**src/rtl/uart_pkg.sv**
```systemverilog
// Shared types and helpers for the parametrised UART core.
// The frame-length helper takes parity as an argument; the UART_PARITY_EN build option is applied in uart_core_param.
package uart_pkg;

    typedef enum logic [2:0] {
        IDLE   = 3'd0,
        START  = 3'd1,
        DATA   = 3'd2,
        PARITY = 3'd3,
        STOP   = 3'd4
    } uart_state_e;

    function automatic int frame_len(input int data_bits, input int stop_bits, input bit parity_en);
        return 1 + data_bits + (parity_en ? 1 : 0) + stop_bits;
    endfunction

    function automatic int timer_width(input int clk_div);
        return $clog2(clk_div);
    endfunction

endpackage

```
**src/rtl/uart_bit_timer.sv**
```systemverilog
// Loadable down-counter for UART bit timing; tc is high while the count sits at zero,
// so loading value V produces the next terminal count V+1 cycles later.
module uart_bit_timer #(
    parameter int WIDTH = 4
) (
    input  logic             clk,
    input  logic             rst,
    input  logic             load,
    input  logic [WIDTH-1:0] load_val,
    output logic             tc
);

    logic [WIDTH-1:0] cnt_q;
    logic [WIDTH-1:0] cnt_d;

    always_comb begin
        cnt_d = cnt_q;
        if (load) begin
            cnt_d = load_val;
        end else if (cnt_q != '0) begin
            cnt_d = cnt_q - 1'b1;
        end
    end

    always_ff @(posedge clk) begin
        if (rst) begin
            cnt_q <= '0;
        end else begin
            cnt_q <= cnt_d;
        end
    end

    assign tc = (cnt_q == '0);

endmodule

```
**src/rtl/uart_core_param.sv**
```systemverilog
// Full-duplex UART: valid/ready transmitter and mid-bit-sampling receiver.
// Define UART_PARITY_EN to add a parity bit to both directions.
//
// state  | meaning
// IDLE   | TX: waiting for tx_valid; RX: waiting for falling edge on synced rx
// START  | start bit; RX re-checks the line at mid-bit to reject glitches
// DATA   | DATA_BITS payload bits, LSB first
// PARITY | parity bit (only with UART_PARITY_EN)
// STOP   | stop bit(s); RX reports the frame, then waits for the line high
module uart_core_param
    import uart_pkg::*;
#(
    parameter int CLK_DIV    = 5208,
    parameter int DATA_BITS  = 8,
    parameter int STOP_BITS  = 1,
    parameter int PARITY_ODD = 0
) (
    input  logic                 clk,
    input  logic                 rst,
    input  logic [DATA_BITS-1:0] tx_data,
    input  logic                 tx_valid,
    output logic                 tx_ready,
    output logic                 tx,
    input  logic                 rx,
    output logic [DATA_BITS-1:0] rx_data,
    output logic                 rx_valid,
    output logic                 rx_frame_err,
    output logic                 rx_parity_err
);

    localparam int TW = timer_width(CLK_DIV);
    localparam int CW = $clog2(DATA_BITS);
    localparam logic [TW-1:0] BIT_RELOAD  = TW'(CLK_DIV - 1);
    localparam logic [TW-1:0] HALF_RELOAD = TW'(CLK_DIV / 2 - 1);
    localparam logic [CW-1:0] LAST_BIT    = CW'(DATA_BITS - 1);

    // ---------------- transmitter ----------------
    uart_state_e          tx_state_q, tx_state_d;
    logic [DATA_BITS-1:0] tx_shift_q, tx_shift_d;
    logic [CW-1:0]        tx_bit_q, tx_bit_d;
    logic                 tx_stop_q, tx_stop_d;
    logic                 tx_q, tx_d;
    logic                 tx_load;
    logic                 tx_tc;
`ifdef UART_PARITY_EN
    logic                 tx_par_q, tx_par_d;
`endif

    uart_bit_timer #(.WIDTH(TW)) u_tx_timer (
        .clk      (clk),
        .rst      (rst),
        .load     (tx_load),
        .load_val (BIT_RELOAD),
        .tc       (tx_tc)
    );

    always_comb begin
        tx_state_d = tx_state_q;
        tx_shift_d = tx_shift_q;
        tx_bit_d   = tx_bit_q;
        tx_stop_d  = tx_stop_q;
        tx_d       = tx_q;
        tx_load    = 1'b0;
`ifdef UART_PARITY_EN
        tx_par_d   = tx_par_q;
`endif
        case (tx_state_q)
            IDLE: begin
                if (tx_valid) begin
                    tx_state_d = START;
                    tx_shift_d = tx_data;
                    tx_bit_d   = '0;
                    tx_stop_d  = 1'b0;
                    tx_d       = 1'b0;
                    tx_load    = 1'b1;
`ifdef UART_PARITY_EN
                    tx_par_d   = (^tx_data) ^ (PARITY_ODD != 0);
`endif
                end
            end
            START: begin
                if (tx_tc) begin
                    tx_state_d = DATA;
                    tx_d       = tx_shift_q[0];
                    tx_shift_d = {1'b0, tx_shift_q[DATA_BITS-1:1]};
                    tx_load    = 1'b1;
                end
            end
            DATA: begin
                if (tx_tc) begin
                    tx_load = 1'b1;
                    if (tx_bit_q == LAST_BIT) begin
`ifdef UART_PARITY_EN
                        tx_state_d = PARITY;
                        tx_d       = tx_par_q;
`else
                        tx_state_d = STOP;
                        tx_d       = 1'b1;
`endif
                    end else begin
                        tx_bit_d   = tx_bit_q + 1'b1;
                        tx_d       = tx_shift_q[0];
                        tx_shift_d = {1'b0, tx_shift_q[DATA_BITS-1:1]};
                    end
                end
            end
`ifdef UART_PARITY_EN
            PARITY: begin
                if (tx_tc) begin
                    tx_state_d = STOP;
                    tx_d       = 1'b1;
                    tx_load    = 1'b1;
                end
            end
`endif
            STOP: begin
                if (tx_tc) begin
                    if (STOP_BITS == 2 && !tx_stop_q) begin
                        tx_stop_d = 1'b1;
                        tx_load   = 1'b1;
                    end else begin
                        tx_state_d = IDLE;
                    end
                end
            end
            default: begin
                tx_state_d = IDLE;
                tx_d       = 1'b1;
            end
        endcase
    end

    always_ff @(posedge clk) begin
        if (rst) begin
            tx_state_q <= IDLE;
            tx_shift_q <= '0;
            tx_bit_q   <= '0;
            tx_stop_q  <= 1'b0;
            tx_q       <= 1'b1;
`ifdef UART_PARITY_EN
            tx_par_q   <= 1'b0;
`endif
        end else begin
            tx_state_q <= tx_state_d;
            tx_shift_q <= tx_shift_d;
            tx_bit_q   <= tx_bit_d;
            tx_stop_q  <= tx_stop_d;
            tx_q       <= tx_d;
`ifdef UART_PARITY_EN
            tx_par_q   <= tx_par_d;
`endif
        end
    end

    assign tx_ready = (tx_state_q == IDLE);
    assign tx       = tx_q;

    // ---------------- receiver ----------------
    logic                 rx_s1_q, rx_s2_q, rx_prev_q;
    uart_state_e          rx_state_q, rx_state_d;
    logic [DATA_BITS-1:0] rx_shift_q, rx_shift_d;
    logic [CW-1:0]        rx_bit_q, rx_bit_d;
    logic                 rx_wait_q, rx_wait_d;
    logic [DATA_BITS-1:0] rx_data_q, rx_data_d;
    logic                 rx_valid_q, rx_valid_d;
    logic                 rx_ferr_q, rx_ferr_d;
    logic                 rx_load;
    logic [TW-1:0]        rx_load_val;
    logic                 rx_tc;
`ifdef UART_PARITY_EN
    logic                 rx_par_q, rx_par_d;
    logic                 rx_perr_q, rx_perr_d;
`endif

    uart_bit_timer #(.WIDTH(TW)) u_rx_timer (
        .clk      (clk),
        .rst      (rst),
        .load     (rx_load),
        .load_val (rx_load_val),
        .tc       (rx_tc)
    );

    always_comb begin
        rx_state_d  = rx_state_q;
        rx_shift_d  = rx_shift_q;
        rx_bit_d    = rx_bit_q;
        rx_wait_d   = rx_wait_q;
        rx_data_d   = rx_data_q;
        rx_valid_d  = 1'b0;
        rx_ferr_d   = rx_ferr_q;
        rx_load     = 1'b0;
        rx_load_val = BIT_RELOAD;
`ifdef UART_PARITY_EN
        rx_par_d    = rx_par_q;
        rx_perr_d   = rx_perr_q;
`endif
        case (rx_state_q)
            IDLE: begin
                if (rx_prev_q && !rx_s2_q) begin
                    rx_state_d  = START;
                    rx_load     = 1'b1;
                    rx_load_val = HALF_RELOAD;
                end
            end
            START: begin
                if (rx_tc) begin
                    if (rx_s2_q) begin
                        rx_state_d = IDLE;
                    end else begin
                        rx_state_d = DATA;
                        rx_bit_d   = '0;
                        rx_load    = 1'b1;
                    end
                end
            end
            DATA: begin
                if (rx_tc) begin
                    rx_shift_d = {rx_s2_q, rx_shift_q[DATA_BITS-1:1]};
                    rx_load    = 1'b1;
                    if (rx_bit_q == LAST_BIT) begin
`ifdef UART_PARITY_EN
                        rx_state_d = PARITY;
`else
                        rx_state_d = STOP;
`endif
                    end else begin
                        rx_bit_d = rx_bit_q + 1'b1;
                    end
                end
            end
`ifdef UART_PARITY_EN
            PARITY: begin
                if (rx_tc) begin
                    rx_par_d   = rx_s2_q;
                    rx_state_d = STOP;
                    rx_load    = 1'b1;
                end
            end
`endif
            STOP: begin
                // A low stop bit parks here until the line recovers, so a break cannot retrigger.
                if (rx_wait_q) begin
                    if (rx_s2_q) begin
                        rx_wait_d  = 1'b0;
                        rx_state_d = IDLE;
                    end
                end else if (rx_tc) begin
                    rx_data_d  = rx_shift_q;
                    rx_ferr_d  = !rx_s2_q;
                    rx_valid_d = 1'b1;
`ifdef UART_PARITY_EN
                    rx_perr_d  = ((^rx_shift_q) ^ (PARITY_ODD != 0)) != rx_par_q;
`endif
                    if (rx_s2_q) begin
                        rx_state_d = IDLE;
                    end else begin
                        rx_wait_d = 1'b1;
                    end
                end
            end
            default: begin
                rx_state_d = IDLE;
            end
        endcase
    end

    always_ff @(posedge clk) begin
        if (rst) begin
            rx_s1_q    <= 1'b1;
            rx_s2_q    <= 1'b1;
            rx_prev_q  <= 1'b1;
            rx_state_q <= IDLE;
            rx_shift_q <= '0;
            rx_bit_q   <= '0;
            rx_wait_q  <= 1'b0;
            rx_data_q  <= '0;
            rx_valid_q <= 1'b0;
            rx_ferr_q  <= 1'b0;
`ifdef UART_PARITY_EN
            rx_par_q   <= 1'b0;
            rx_perr_q  <= 1'b0;
`endif
        end else begin
            rx_s1_q    <= rx;
            rx_s2_q    <= rx_s1_q;
            rx_prev_q  <= rx_s2_q;
            rx_state_q <= rx_state_d;
            rx_shift_q <= rx_shift_d;
            rx_bit_q   <= rx_bit_d;
            rx_wait_q  <= rx_wait_d;
            rx_data_q  <= rx_data_d;
            rx_valid_q <= rx_valid_d;
            rx_ferr_q  <= rx_ferr_d;
`ifdef UART_PARITY_EN
            rx_par_q   <= rx_par_d;
            rx_perr_q  <= rx_perr_d;
`endif
        end
    end

    assign rx_data      = rx_data_q;
    assign rx_valid     = rx_valid_q;
    assign rx_frame_err = rx_ferr_q;
`ifdef UART_PARITY_EN
    assign rx_parity_err = rx_perr_q;
`else
    assign rx_parity_err = 1'b0;
`endif

endmodule
```
**config.mk**
```make
export PLATFORM = sky130hd
export DESIGN_NAME = uart_core_param
export DESIGN_NICKNAME = d
export VERILOG_FILES = /design/src/rtl/uart_pkg.sv /design/src/rtl/uart_bit_timer.sv /design/src/rtl/uart_core_param.sv
export SDC_FILE = /design/constraint.sdc
export NUM_CORES = 1
export LEC_CHECK = 0
export BUFFER_PORTS_ARGS = -buffer_cell sky130_fd_sc_hd__buf_4
export CORE_UTILIZATION = 35
export DETAILED_ROUTE_END_ITERATION = 10
export SYNTH_ARGS = -nofsm -noshare
export SYNTH_HDL_FRONTEND = slang
export SYNTH_HIERARCHICAL = 1
export SYNTH_SLANG_ARGS = --single-unit
export TNS_END_PERCENT = 5
```
**constraint.sdc**
```tcl
create_clock -name clk -period 4.1 [get_ports clk]
set_clock_uncertainty 0.15 [all_clocks]
set_input_delay 0.615 -clock clk [delete_from_list [all_inputs] [get_ports clk]]
set_output_delay 0.615 -clock clk [all_outputs]
set_load 0.03 [all_outputs]
```
=== Word-level counts from Yosys, hierarchy flattened ===
Cells that the tools add are included.

* Reductions and logical operators: 24
* Multiplexer cells: 49
* Bitwise gates (word level): 3
* Add/sub/neg operators: 4
* Eq/ne operators: 21
* Shifts and indexed selects: 0
* Order comparisons: 0
* Div/mod/pow operators: 0
* $mul: 0

{| class="wikitable"
|+ Operators by type and width
! cell !! count
|-
| two-way mux 13 bit || 6
|-
| two-way mux 3 bit || 19
|-
| two-way mux 8 bit || 4
|-
| zero test 13 bit || 2
|-
| nonzero test 13 bit || 2
|-
| subtractor 13 x 1 -> 13 bit (second input constant) || 2
|-
| inequality test 2 bit (second input constant) || 12
|-
| case mux 3 bit (4 select lines) || 2
|-
| case mux 8 bit (3 select lines) || 1
|-
| AND reduction 5 bit || 4
|-
| equality test 3 bit (second input constant) || 4
|-
| case mux 3 bit (2 select lines) || 2
|-
| two-way mux 1 bit || 11
|-
| AND reduction 4 bit || 2
|-
| nonzero test 2 bit || 4
|-
| adder 3 x 1 -> 3 bit (second input constant) || 2
|-
| equality test 3 x 1 -> 1 bit (second input constant) || 2
|-
| equality test 3 x 2 -> 1 bit (second input constant) || 2
|-
| zero test 3 bit || 2
|-
| case mux 1 bit (4 select lines) || 1
|-
| OR reduction 2 bit || 2
|-
| inequality test 3 bit (second input constant) || 1
|-
| inverter 1 bit || 3
|-
| case mux 1 bit (3 select lines) || 1
|-
| 8 further kinds || 8
|}

* Memories: 0
* Bits in read-only memories: 0
* Bits of input ports: 12
* Output and inout port bits: 13
* RAM bits: 0
* Register bits after elaboration: 69
* Logic and storage cells: 118
* Bits in latches: 0

=== Depth between registers and ports, before layout ===
Gate-level depths: netlist of the first run.

* Depth after elaboration: 5
* Gate-level depth with buffers: 13
* Gate-level depth less buffers: 10

=== Cells and area by module ===
Netlist of the first run, hierarchy kept.

{| class="wikitable"
|+ By module, submodules not included
! module !! instances !! seq. area each (µm²) !! cells an instance !! area each (µm²)
|-
| uart_core_param || 1 || 860.8 || 226 || 2,016.9
|-
| uart_bit_timer || 2 || 260.2 || 90 || 763.2
|}

=== Least setup slack after synthesis of the first run ===
No wires, ideal clock.

* Path kind: reg-to-reg
* Start point: register u_rx_timer.cnt_q[0]
* End point: register u_rx_timer.cnt_q[9]
* Required time: 3.876 ns
* Path slack: 0.828 ns
* Buffers on the path: 4
* Stages on the path, launching flop included: 14
* Setup time: 0.074 ns
* Period minus slack after synthesis: 3.272 ns
* Arrival time: 3.047 ns
* Cell sequence: dfxtp_1 -> inv_1 -> ha_1 -> or4b_2 -> nor4_2 -> buf_4 -> clkbuf_1 -> inv_1 -> o32a_2 -> nor2_1 -> clkbuf_1 -> clkbuf_1 -> nand2_1 -> a31oi_1

* Word-level cells in the longest chain between the ends: 4
* Elaborated cells between the ends (all ways): 9
* Those cells by class: add/sub: 1; mux: 5; reduce/logical: 3

{| class="wikitable"
|+ RTL lines
! item !! line !! text
|-
| from (decl) || uart_bit_timer.sv:13 || <nowiki>logic [WIDTH-1:0] cnt_q;</nowiki>
|-
| from (signal assigned) || uart_bit_timer.sv:29 || <nowiki>cnt_q <= cnt_d;</nowiki>
|-
| zero test 13 bit * || uart_bit_timer.sv:33 || <nowiki>assign tc = (cnt_q == '0);</nowiki>
|-
| named net rx_tc || uart_core_param.sv:169 || <nowiki>logic rx_tc;</nowiki>
|-
| two-way mux 1 bit (on tied branches) || - ||
|-
| case mux 1 bit (3 select lines) * || uart_core_param.sv:197 || <nowiki>case (rx_state_q)</nowiki>
|-
| named net rx_load || uart_core_param.sv:167 || <nowiki>logic rx_load;</nowiki>
|-
| two-way mux 13 bit / nonzero test 2 bit (equally long branches) || - ||
|}

The timed path passes the listed nets; every way through them passes the cells marked *. The select of a mux whose other input is x is not followed.
A chain may end at the register's enable or synchronous reset.

=== Final worst setup path of the first run ===
* Start point: register u_tx_timer.cnt_q[0]
* End point: register u_tx_timer.cnt_q[9]

* Word-level cells in the longest chain between the ends: 4
* Elaborated cells between the ends (all ways): 6
* Those cells by class: add/sub: 1; mux: 2; reduce/logical: 3

{| class="wikitable"
|+ RTL lines
! item !! line !! text
|-
| from (decl) || uart_bit_timer.sv:13 ||
|-
| from (signal assigned) || uart_bit_timer.sv:29 ||
|-
| zero test 13 bit || uart_bit_timer.sv:33 ||
|-
| named net tx_tc || uart_core_param.sv:44 || <nowiki>logic tx_tc;</nowiki>
|-
| two-way mux 1 bit || uart_core_param.sv:82, uart_core_param.sv:90 ||
|-
| case mux 1 bit (2 select lines) || uart_core_param.sv:67 || <nowiki>case (tx_state_q)</nowiki>
|-
| named net tx_load || uart_core_param.sv:43 || <nowiki>logic tx_load;</nowiki>
|-
| OR reduction 2 bit (no line) || - ||
|}

The timed path passes the listed nets, and every way through them passes these cells.

==> flow_results.xml, run 1 <==
<?xml version="1.0" encoding="UTF-8"?>
<metrics>
  <group name="run_status">
    <metric name="run_status" unit="">finished, final reports clean</metric>
  </group>
  <group name="yosys">
    <metric name="ys.flop_type" unit="">dfxtp_1</metric>
    <metric name="library_cells_used_by_synthesis" unit="">64</metric>
    <metric name="yosys_warnings" unit="">6</metric>
    <metric name="synth-edff-count" unit="">0</metric>
    <metric name="ys_ff_latch" unit="">69</metric>
    <metric name="synth.top_cell.area_share" unit="%">38.98</metric>
    <metric name="synth_async_sr_flop_share" unit="%">0</metric>
    <metric name="synthesized_area" unit="µm²">3543</metric>
    <metric name="yosysTopAreaCell" unit="">dfxtp_1</metric>
    <metric name="synthesis.area_per_instance" unit="µm²">8.728</metric>
    <metric name="syn_inst" unit="">406</metric>
    <metric name="biggest_area_contributors_in_the_synthesized_netlist" unit="">dfxtp_1, mux2i_1, nand2_1, a21oi_1, nor2_1</metric>
    <metric name="synth_sequential_area_ratio" unit="%">38.98</metric>
  </group>
  <group name="pwr">
    <metric name="fraction_of_power_consumed_by_combinational_cells" unit="%">38.9</metric>
    <metric name="p_switching" unit="µW">863.3</metric>
    <metric name="p_per_area" unit="nW/µm²">589.3</metric>
    <metric name="total_leakage_power" unit="nW">1.547</metric>
    <metric name="power.share.clock" unit="%">22.2</metric>
    <metric name="power.ir.vdd_worst" unit="V">0.0002517</metric>
    <metric name="netSwitchingFraction" unit="%">36.12</metric>
    <metric name="seq_power_share" unit="%">38.9</metric>
    <metric name="cellInternalPower" unit="mW">1.527</metric>
  </group>
  <group name="drt">
    <metric name="drc" unit="">0</metric>
    <metric name="final_antenna_net_count" unit="">0</metric>
    <metric name="avgViaCountPerCell" unit="">4.969</metric>
    <metric name="vias" unit="">2857</metric>
    <metric name="detail_route.wirelength" unit="mm">6.922</metric>
    <metric name="wl_per_cell" unit="µm">12.04</metric>
    <metric name="detailedRoute.firstIterationViolations" unit="">88</metric>
    <metric name="drt_pre_antenna_iters" unit="">4</metric>
  </group>
  <group name="die">
    <metric name="die_area" unit="µm²">10530</metric>
    <metric name="design.core.area" unit="µm²">9774</metric>
    <metric name="start_util" unit="%">36.25</metric>
    <metric name="design.portCount" unit="">25</metric>
    <metric name="fp.dieW" unit="µm">102.6</metric>
    <metric name="rows" unit="">36</metric>
    <metric name="die_boundary_height" unit="µm">102.6</metric>
  </group>
  <group name="critical_path">
    <metric name="cp-start-kind" unit="">flip-flop</metric>
    <metric name="crit_arrival" unit="ps">3260</metric>
    <metric name="critical_path.max_stage_delay" unit="ps">640</metric>
    <metric name="timing_worst_setup_path_type" unit="">flip-flop to flip-flop</metric>
    <metric name="timing.critical_path.mode_cell" unit="">buf_4</metric>
    <metric name="worst-path-buf-inv" unit="">3</metric>
    <metric name="path_cells" unit="">inv_1 -&gt; ha_1 -&gt; or4b_2 -&gt; nor4_2 -&gt; buf_4 -&gt; mux2i_1 -&gt; o22a_1 -&gt; nor2_1 -&gt; buf_4 -&gt; or4_1 -&gt; a31oi_1</metric>
    <metric name="critical_path.max_fanout" unit="">13</metric>
    <metric name="timing.critical_path.max_delay_family" unit="">simple AND/OR/NAND/NOR gates</metric>
    <metric name="required" unit="ps">4130</metric>
    <metric name="setup.worst_path.end_class" unit="">flip-flop</metric>
    <metric name="slowest_stage" unit="">or4b_2</metric>
  </group>
  <group name="placement">
    <metric name="placement.io_buffers" unit="">23</metric>
    <metric name="routabilityCongestion" unit="">0.7794</metric>
    <metric name="postPlaceCellArea" unit="µm²">3866</metric>
    <metric name="hpwlAfterDp" unit="mm">4.658</metric>
    <metric name="preCtsSetupSlack" unit="ps">851.9</metric>
  </group>
  <group name="finish">
    <metric name="stdcell_area" unit="µm²">4056</metric>
    <metric name="fillCellCount" unit="">997</metric>
    <metric name="layout-drive-gt1-share" unit="%">17.42</metric>
    <metric name="syn2layout_area_growth" unit="%">14.48</metric>
    <metric name="diodes" unit="">0</metric>
    <metric name="fin_nets" unit="">457</metric>
  </group>
  <group name="worst_hold_path">
    <metric name="min_path_type" unit="">flip-flop to flip-flop</metric>
  </group>
  <group name="flow_run">
    <metric name="maxCapViolCount" unit="">0</metric>
  </group>
  <group name="cts">
    <metric name="cts_max_path_buffers" unit="">2</metric>
    <metric name="clock-sinks" unit="">69</metric>
    <metric name="clkSlewWorstSetupHoldPaths" unit="ps">80</metric>
    <metric name="clock_tree_from_tritoncts" unit="">built</metric>
    <metric name="root_buffer_master" unit="">clkbuf_8</metric>
    <metric name="clk_latency" unit="ps">330</metric>
    <metric name="postCtsHoldBufs" unit="">0</metric>
    <metric name="cts_buffers" unit="">9</metric>
    <metric name="number_of_gates_resized_after_cts" unit="">0</metric>
    <metric name="postCtsSetupRepairBufs" unit="">0</metric>
    <metric name="clock_tree.htree_level_count" unit="">3</metric>
  </group>
  <group name="sta">
    <metric name="report.final.slew_viol_count" unit="">0</metric>
    <metric name="setup_violations" unit="">0</metric>
    <metric name="tightestPinTransition" unit="ps">751.4</metric>
    <metric name="final.setup.tns" unit="ps">0</metric>
    <metric name="fin_crit" unit="ps">3238</metric>
    <metric name="finalHoldViolations" unit="">0</metric>
    <metric name="worst_hold_slack" unit="ps">264.3</metric>
    <metric name="postLayoutSetupSlackWorst" unit="ps">862.2</metric>
    <metric name="fmax" unit="GHz">0.3089</metric>
    <metric name="maxSlewHeadroom" unit="%">49.91</metric>
    <metric name="rsz_0062_raised_after_global_routing" unit="">no</metric>
    <metric name="period_share" unit="%">78.97</metric>
  </group>
  <group name="global_routing">
    <metric name="antenna_found_initial" unit="">0</metric>
    <metric name="largest_net_degree_at_the_start_of_global_routing" unit="">74</metric>
    <metric name="wire_length_of_the_first_global_routing_pass" unit="mm">11.94</metric>
    <metric name="grtUsageTotal" unit="%">14.18</metric>
    <metric name="globalRoute.totalOverflow" unit="">0</metric>
    <metric name="grt_pass1_vias" unit="">2559</metric>
  </group>
</metrics>
[worst register-to-register path, cell delays in order (launching register included)]
cell and delay (ps):
dfxtp_1 330, inv_1 110, ha_1 170, or4b_2 640
nor4_2 210, buf_4 230, mux2i_1 110, o22a_1 220
nor2_1 440, buf_4 270, or4_1 130, a31oi_1 70
[sequential cells by signal (all words and copies together), names as in the netlist, 3 cells and up]
signal,cells
rx_bit_q,3
rx_data,8
rx_shift_q,8
rx_state_q,3
tx_bit_q,3
tx_shift_q,8
tx_state_q,3
u_rx_timer/cnt_q,13
u_tx_timer/cnt_q,13
[cell usage in the layout, fill, tap and decap left out, types with 7 or more instances in the layout]
master,netlist,layout
mux2i_1,23,23
xnor2_1,10,10
a21oi_1,28,28
nor2_1,34,34
nor3_1,11,11
ha_1,8,8
conb_1,2,18
or4_1,8,8
buf_4,5,29
nand2_1,44,44
clkbuf_8,0,9
nor4_1,7,7
or2_2,7,7
inv_1,15,15
o21ai_0,9,9
dfxtp_1,69,69
a211oi_1,9,9
or3_1,9,9
[power by group through the flow]
stage / logic, mW / registers [mW] / clock network (mW)
after floorplan: 0.776 / 0.901 / 0
after global placement: 0.914 / 0.939 / 0
after detailed placement: 0.926 / 0.939 / 0
after CTS: 0.930 / 0.928 / 0.554
after global routing: 1.04 / 0.950 / 0.581
final: 0.929 / 0.930 / 0.531
[cells by family after synthesis]
family | Yosys count | share of synthesized area (%)
AND/OR/NAND/NOR | 159 | 24.68
AO/OA/AOI/OAI | 92 | 17.90
flip-flops | 69 | 38.98
buffers and inverters | 40 | 5.014
multiplexers | 25 | 7.133
XOR/XNOR | 11 | 3.249
adder cells (fa/ha/maj) | 8 | 2.825
other | 2 | 0.2119
[synth_stat cells (all sizes together) (8+ instances only)]
cell	count
clkbuf	13
a21oi	28
ha	8
mux2i	23
a211oi	12
o21ai	11
nor2	35
or3	9
nor3	11
nor4	9
buf	12
xnor2	11
or2	10
inv	15
or4	10
nand2	44
dfxtp	69
[stage by stage]
step / total power, mW / instances / utilization, %
floorplan: 1.677 / 422 / -
global placement: 1.853 / 559 / 39.55
detailed placement: 1.865 / 559 / 39.55
CTS: 2.412 / 575 / 41.50
global route: 2.574 / 575 / 41.50
finish: 2.390 / 575 / 41.50
[metal layers]
metal / vias up / global-route usage (%) / share of wire (%)
li1: 1505 / - / -
met1: 1309 / 19.14 / 50
met2: 39 / 22.46 / 46
met3: 4 / 3.458 / 3.0
met4: 0 / 3.956 / 0.79
met5: - / 0 / 0
[area by class of cell]
| class | count | area [µm²] | area share, % |
|---|---|---|---|
| Inverter | 15 | 56.30 | 1.388 |
| Sequential cell | 69 | 1381 | 34.05 |
| Clock buffer | 9 | 123.9 | 3.054 |
| Timing Repair Buffer | 29 | 217.7 | 5.367 |
| Tap cell | 133 | 166.4 | 4.102 |
| Multi-Input combinational cell | 313 | 2044 | 50.40 |
| Clock inverter | 7 | 66.31 | 1.635 |
[worst paths after layout]
check | end | from | depth (start not counted) | slack (ps)
setup / recovery | u_tx_timer/cnt_q[9]$_SDFFE_PP0P_ | u_tx_timer/cnt_q[0]$_SDFFE_PP0P_ | 11 | 860
setup reg to reg | u_tx_timer/cnt_q[9]$_SDFFE_PP0P_ | u_tx_timer/cnt_q[0]$_SDFFE_PP0P_ | 11 | 860
hold / removal | rx_s2_q$_SDFF_PP1_ | rx_s1_q$_SDFF_PP1_ | 1 | 260
hold reg to reg | rx_s2_q$_SDFF_PP1_ | rx_s1_q$_SDFF_PP1_ | 1 | 260
(Power assumes the default switching activity.)
==> inputs of run 2 (changes only) <==
- clock period: 4.1 -> 2.9 ns (I/O delays scaled with it)
==> flow_results.xml, run 2 (synthesis results as in run 1) <==
<?xml version="1.0" encoding="UTF-8"?>
<metrics>
  <group name="run_status">
    <metric name="run_status" unit="">finished, final reports clean</metric>
  </group>
  <group name="sta">
    <metric name="final.setup.tns" unit="ps">0</metric>
    <metric name="fmax" unit="GHz">0.3663</metric>
    <metric name="report.final.slew_viol_count" unit="">0</metric>
    <metric name="rsz_0062_raised_after_global_routing" unit="">yes</metric>
    <metric name="fin_crit" unit="ps">2730</metric>
    <metric name="maxSlewHeadroom" unit="%">57.90</metric>
    <metric name="tightestPinTransition" unit="ps">630.7</metric>
    <metric name="setup_violations" unit="">0</metric>
    <metric name="period_share" unit="%">94.15</metric>
    <metric name="finalHoldViolations" unit="">0</metric>
  </group>
  <group name="die">
    <metric name="design.core.area" unit="µm²">9774</metric>
    <metric name="start_util" unit="%">36.25</metric>
    <metric name="design.portCount" unit="">25</metric>
    <metric name="rows" unit="">36</metric>
    <metric name="fp.dieW" unit="µm">102.6</metric>
    <metric name="die_area" unit="µm²">10530</metric>
    <metric name="die_boundary_height" unit="µm">102.6</metric>
  </group>
  <group name="finish">
    <metric name="layout_common_cells" unit="">dfxtp_1, nand2_1, buf_4</metric>
    <metric name="diodes" unit="">0</metric>
    <metric name="reg_top3" unit="">u_rx_timer/cnt_q: 13 flops, u_tx_timer/cnt_q: 13 flops</metric>
    <metric name="fillCellCount" unit="">962</metric>
    <metric name="final-seq-area" unit="µm²">1381</metric>
    <metric name="stdcell_area" unit="µm²">4228</metric>
    <metric name="fin_nets" unit="">469</metric>
    <metric name="syn2layout_area_growth" unit="%">19.31</metric>
    <metric name="finish.utilization" unit="%">43.25</metric>
    <metric name="instances_no_fill" unit="">587</metric>
    <metric name="final_common_cell" unit="">dfxtp_1</metric>
    <metric name="layout-drive-gt1-share" unit="%">20.04</metric>
    <metric name="multi_input_comb_area" unit="µm²">2071</metric>
  </group>
  <group name="drt">
    <metric name="detail_route.wirelength" unit="mm">7.065</metric>
    <metric name="drc" unit="">0</metric>
    <metric name="avgViaCountPerCell" unit="">5.063</metric>
    <metric name="wl_per_cell" unit="µm">12.04</metric>
    <metric name="drt_pre_antenna_iters" unit="">4</metric>
    <metric name="vias" unit="">2972</metric>
    <metric name="detailedRoute.firstIterationViolations" unit="">107</metric>
    <metric name="final_antenna_net_count" unit="">0</metric>
  </group>
  <group name="cts">
    <metric name="root_buffer_master" unit="">clkbuf_8</metric>
    <metric name="clock_tree.htree_level_count" unit="">3</metric>
    <metric name="clk_latency" unit="ps">350</metric>
    <metric name="cts_buffers" unit="">9</metric>
    <metric name="clock-sinks" unit="">69</metric>
    <metric name="clock_tree_from_tritoncts" unit="">built</metric>
    <metric name="postCtsHoldBufs" unit="">0</metric>
    <metric name="cts_max_path_buffers" unit="">2</metric>
    <metric name="clkSlewWorstSetupHoldPaths" unit="ps">70</metric>
  </group>
  <group name="critical_path">
    <metric name="rr_startpoint" unit="">u_rx_timer/cnt_q[1]$_SDFFE_PP0P_</metric>
    <metric name="critical_path.max_fanout" unit="">13</metric>
    <metric name="setup.worst_path.end_class" unit="">flip-flop</metric>
    <metric name="timing_worst_setup_path_type" unit="">flip-flop to flip-flop</metric>
    <metric name="required" unit="ps">2960</metric>
    <metric name="setup_slack_reg_to_reg" unit="ps">170</metric>
    <metric name="cp-start-kind" unit="">flip-flop</metric>
    <metric name="crit_arrival" unit="ps">2790</metric>
    <metric name="reg2reg_depth" unit="">10</metric>
    <metric name="rr_endpoint" unit="">u_rx_timer/cnt_q[9]$_SDFFE_PP0P_</metric>
  </group>
  <group name="global_routing">
    <metric name="grt_pass1_vias" unit="">2772</metric>
    <metric name="wire_length_of_the_first_global_routing_pass" unit="mm">12.40</metric>
    <metric name="globalRoute.totalOverflow" unit="">0</metric>
    <metric name="largest_net_degree_at_the_start_of_global_routing" unit="">49</metric>
    <metric name="grtUsageTotal" unit="%">14.90</metric>
    <metric name="antenna_found_initial" unit="">0</metric>
  </group>
  <group name="worst_hold_path">
    <metric name="worst_hold_path.endpoint" unit="">rx_s1_q$_SDFF_PP1_</metric>
    <metric name="min_path_cells" unit="">2</metric>
    <metric name="worstHoldStart" unit="">rx</metric>
    <metric name="min_path_type" unit="">input pin to flip-flop</metric>
  </group>
  <group name="placement">
    <metric name="routabilityCongestion" unit="">0.8344</metric>
    <metric name="postPlaceCellArea" unit="µm²">3954</metric>
    <metric name="hpwlAfterDp" unit="mm">4.817</metric>
    <metric name="placement.io_buffers" unit="">23</metric>
    <metric name="dpl.cell_count" unit="">569</metric>
  </group>
  <group name="pwr">
    <metric name="power.ir.vdd_worst" unit="V">0.0003936</metric>
    <metric name="total_power" unit="mW">3.642</metric>
    <metric name="p_per_area" unit="nW/µm²">861.5</metric>
    <metric name="total_leakage_power" unit="nW">1.633</metric>
  </group>
  <group name="flow_run">
    <metric name="maxCapViolCount" unit="">0</metric>
  </group>
</metrics>
run 2: cell count changes in the layout (fill, tap and decap cells not counted), sizes merged:
| cell | delta |
|---|---|
| buf | +12 |
| bufinv | +1 |
| clkbuf | +2 |
| clkinv | -4 |
| inv | +1 |
run 2: area by class of cell:
cell class | count | area share, %
Timing Repair Buffer | 41 | 7.576
Tap cell | 133 | 3.936
Sequential cell | 69 | 32.67
Inverter | 15 | 1.332
Clock buffer | 11 | 3.581
Clock inverter | 5 | 1.924
Multi-Input combinational cell | 313 | 48.98
run 2: stage by stage:
step	hold slack, ps	setup WS, ps
after global placement	242.0	62.57
final	141.6	169.8
after floorplan	239.5	-85.24
after detailed placement	246.5	-75.72
after global routing	132.3	-21.41
after CTS	131.9	6.229
run 2: metal layers:
| metal | GRT usage [%] | routed length [µm] | vias to the layer above | part of all wire [%] |
|---|---|---|---|---|
| li1 | - | - | 1531 | - |
| met1 | 18.85 | 3561 | 1394 | 50 |
| met2 | 24.15 | 3225 | 40 | 46 |
| met3 | 4.068 | 201 | 7 | 2.8 |
| met4 | 5.604 | 76 | 0 | 1.1 |
| met5 | 0 | 0 | - | 0 |
run 2: worst max-delay path by stage:
stage	start	to	cells past startpoint
after floorplan	u_rx_timer/cnt_q[0]$_SDFFE_PP0P_	u_rx_timer/cnt_q[9]$_SDFFE_PP0P_	13
after global placement	u_tx_timer/cnt_q[1]$_SDFFE_PP0P_	u_tx_timer/cnt_q[9]$_SDFFE_PP0P_	12
after detailed placement	u_tx_timer/cnt_q[1]$_SDFFE_PP0P_	u_tx_timer/cnt_q[9]$_SDFFE_PP0P_	12
after CTS	u_tx_timer/cnt_q[1]$_SDFFE_PP0P_	tx_shift_q[1]$_SDFFE_PP0P_	11
after global routing	u_rx_timer/cnt_q[1]$_SDFFE_PP0P_	u_rx_timer/cnt_q[9]$_SDFFE_PP0P_	10
final	u_rx_timer/cnt_q[1]$_SDFFE_PP0P_	u_rx_timer/cnt_q[9]$_SDFFE_PP0P_	10
run 2: timing repair:
action	4_1_cts	5_1_grt
endpoints found under the setup margin	4	42
buffers inserted	2	0
resized for setup	2	3
pin swaps	1	1
run 2: power by group:
part | total, mW | switching (mW) | internal [mW]
clock | 0.906 | 0.373 | 0.533
combinational | 1.44 | 0.730 | 0.713
sequential | 1.29 | 0.170 | 1.12
total | 3.64 | 1.27 | 2.37
run 2: critical path: stages, from the launching register on:
cell and delay [ps]:
dfxtp_1 320, inv_1 90, ha_1 160, or4b_2 660, nor4_4 250, inv_1 70
o32a_2 370, nor2_2 120, buf_4 200, or4_1 130, a31oi_1 70
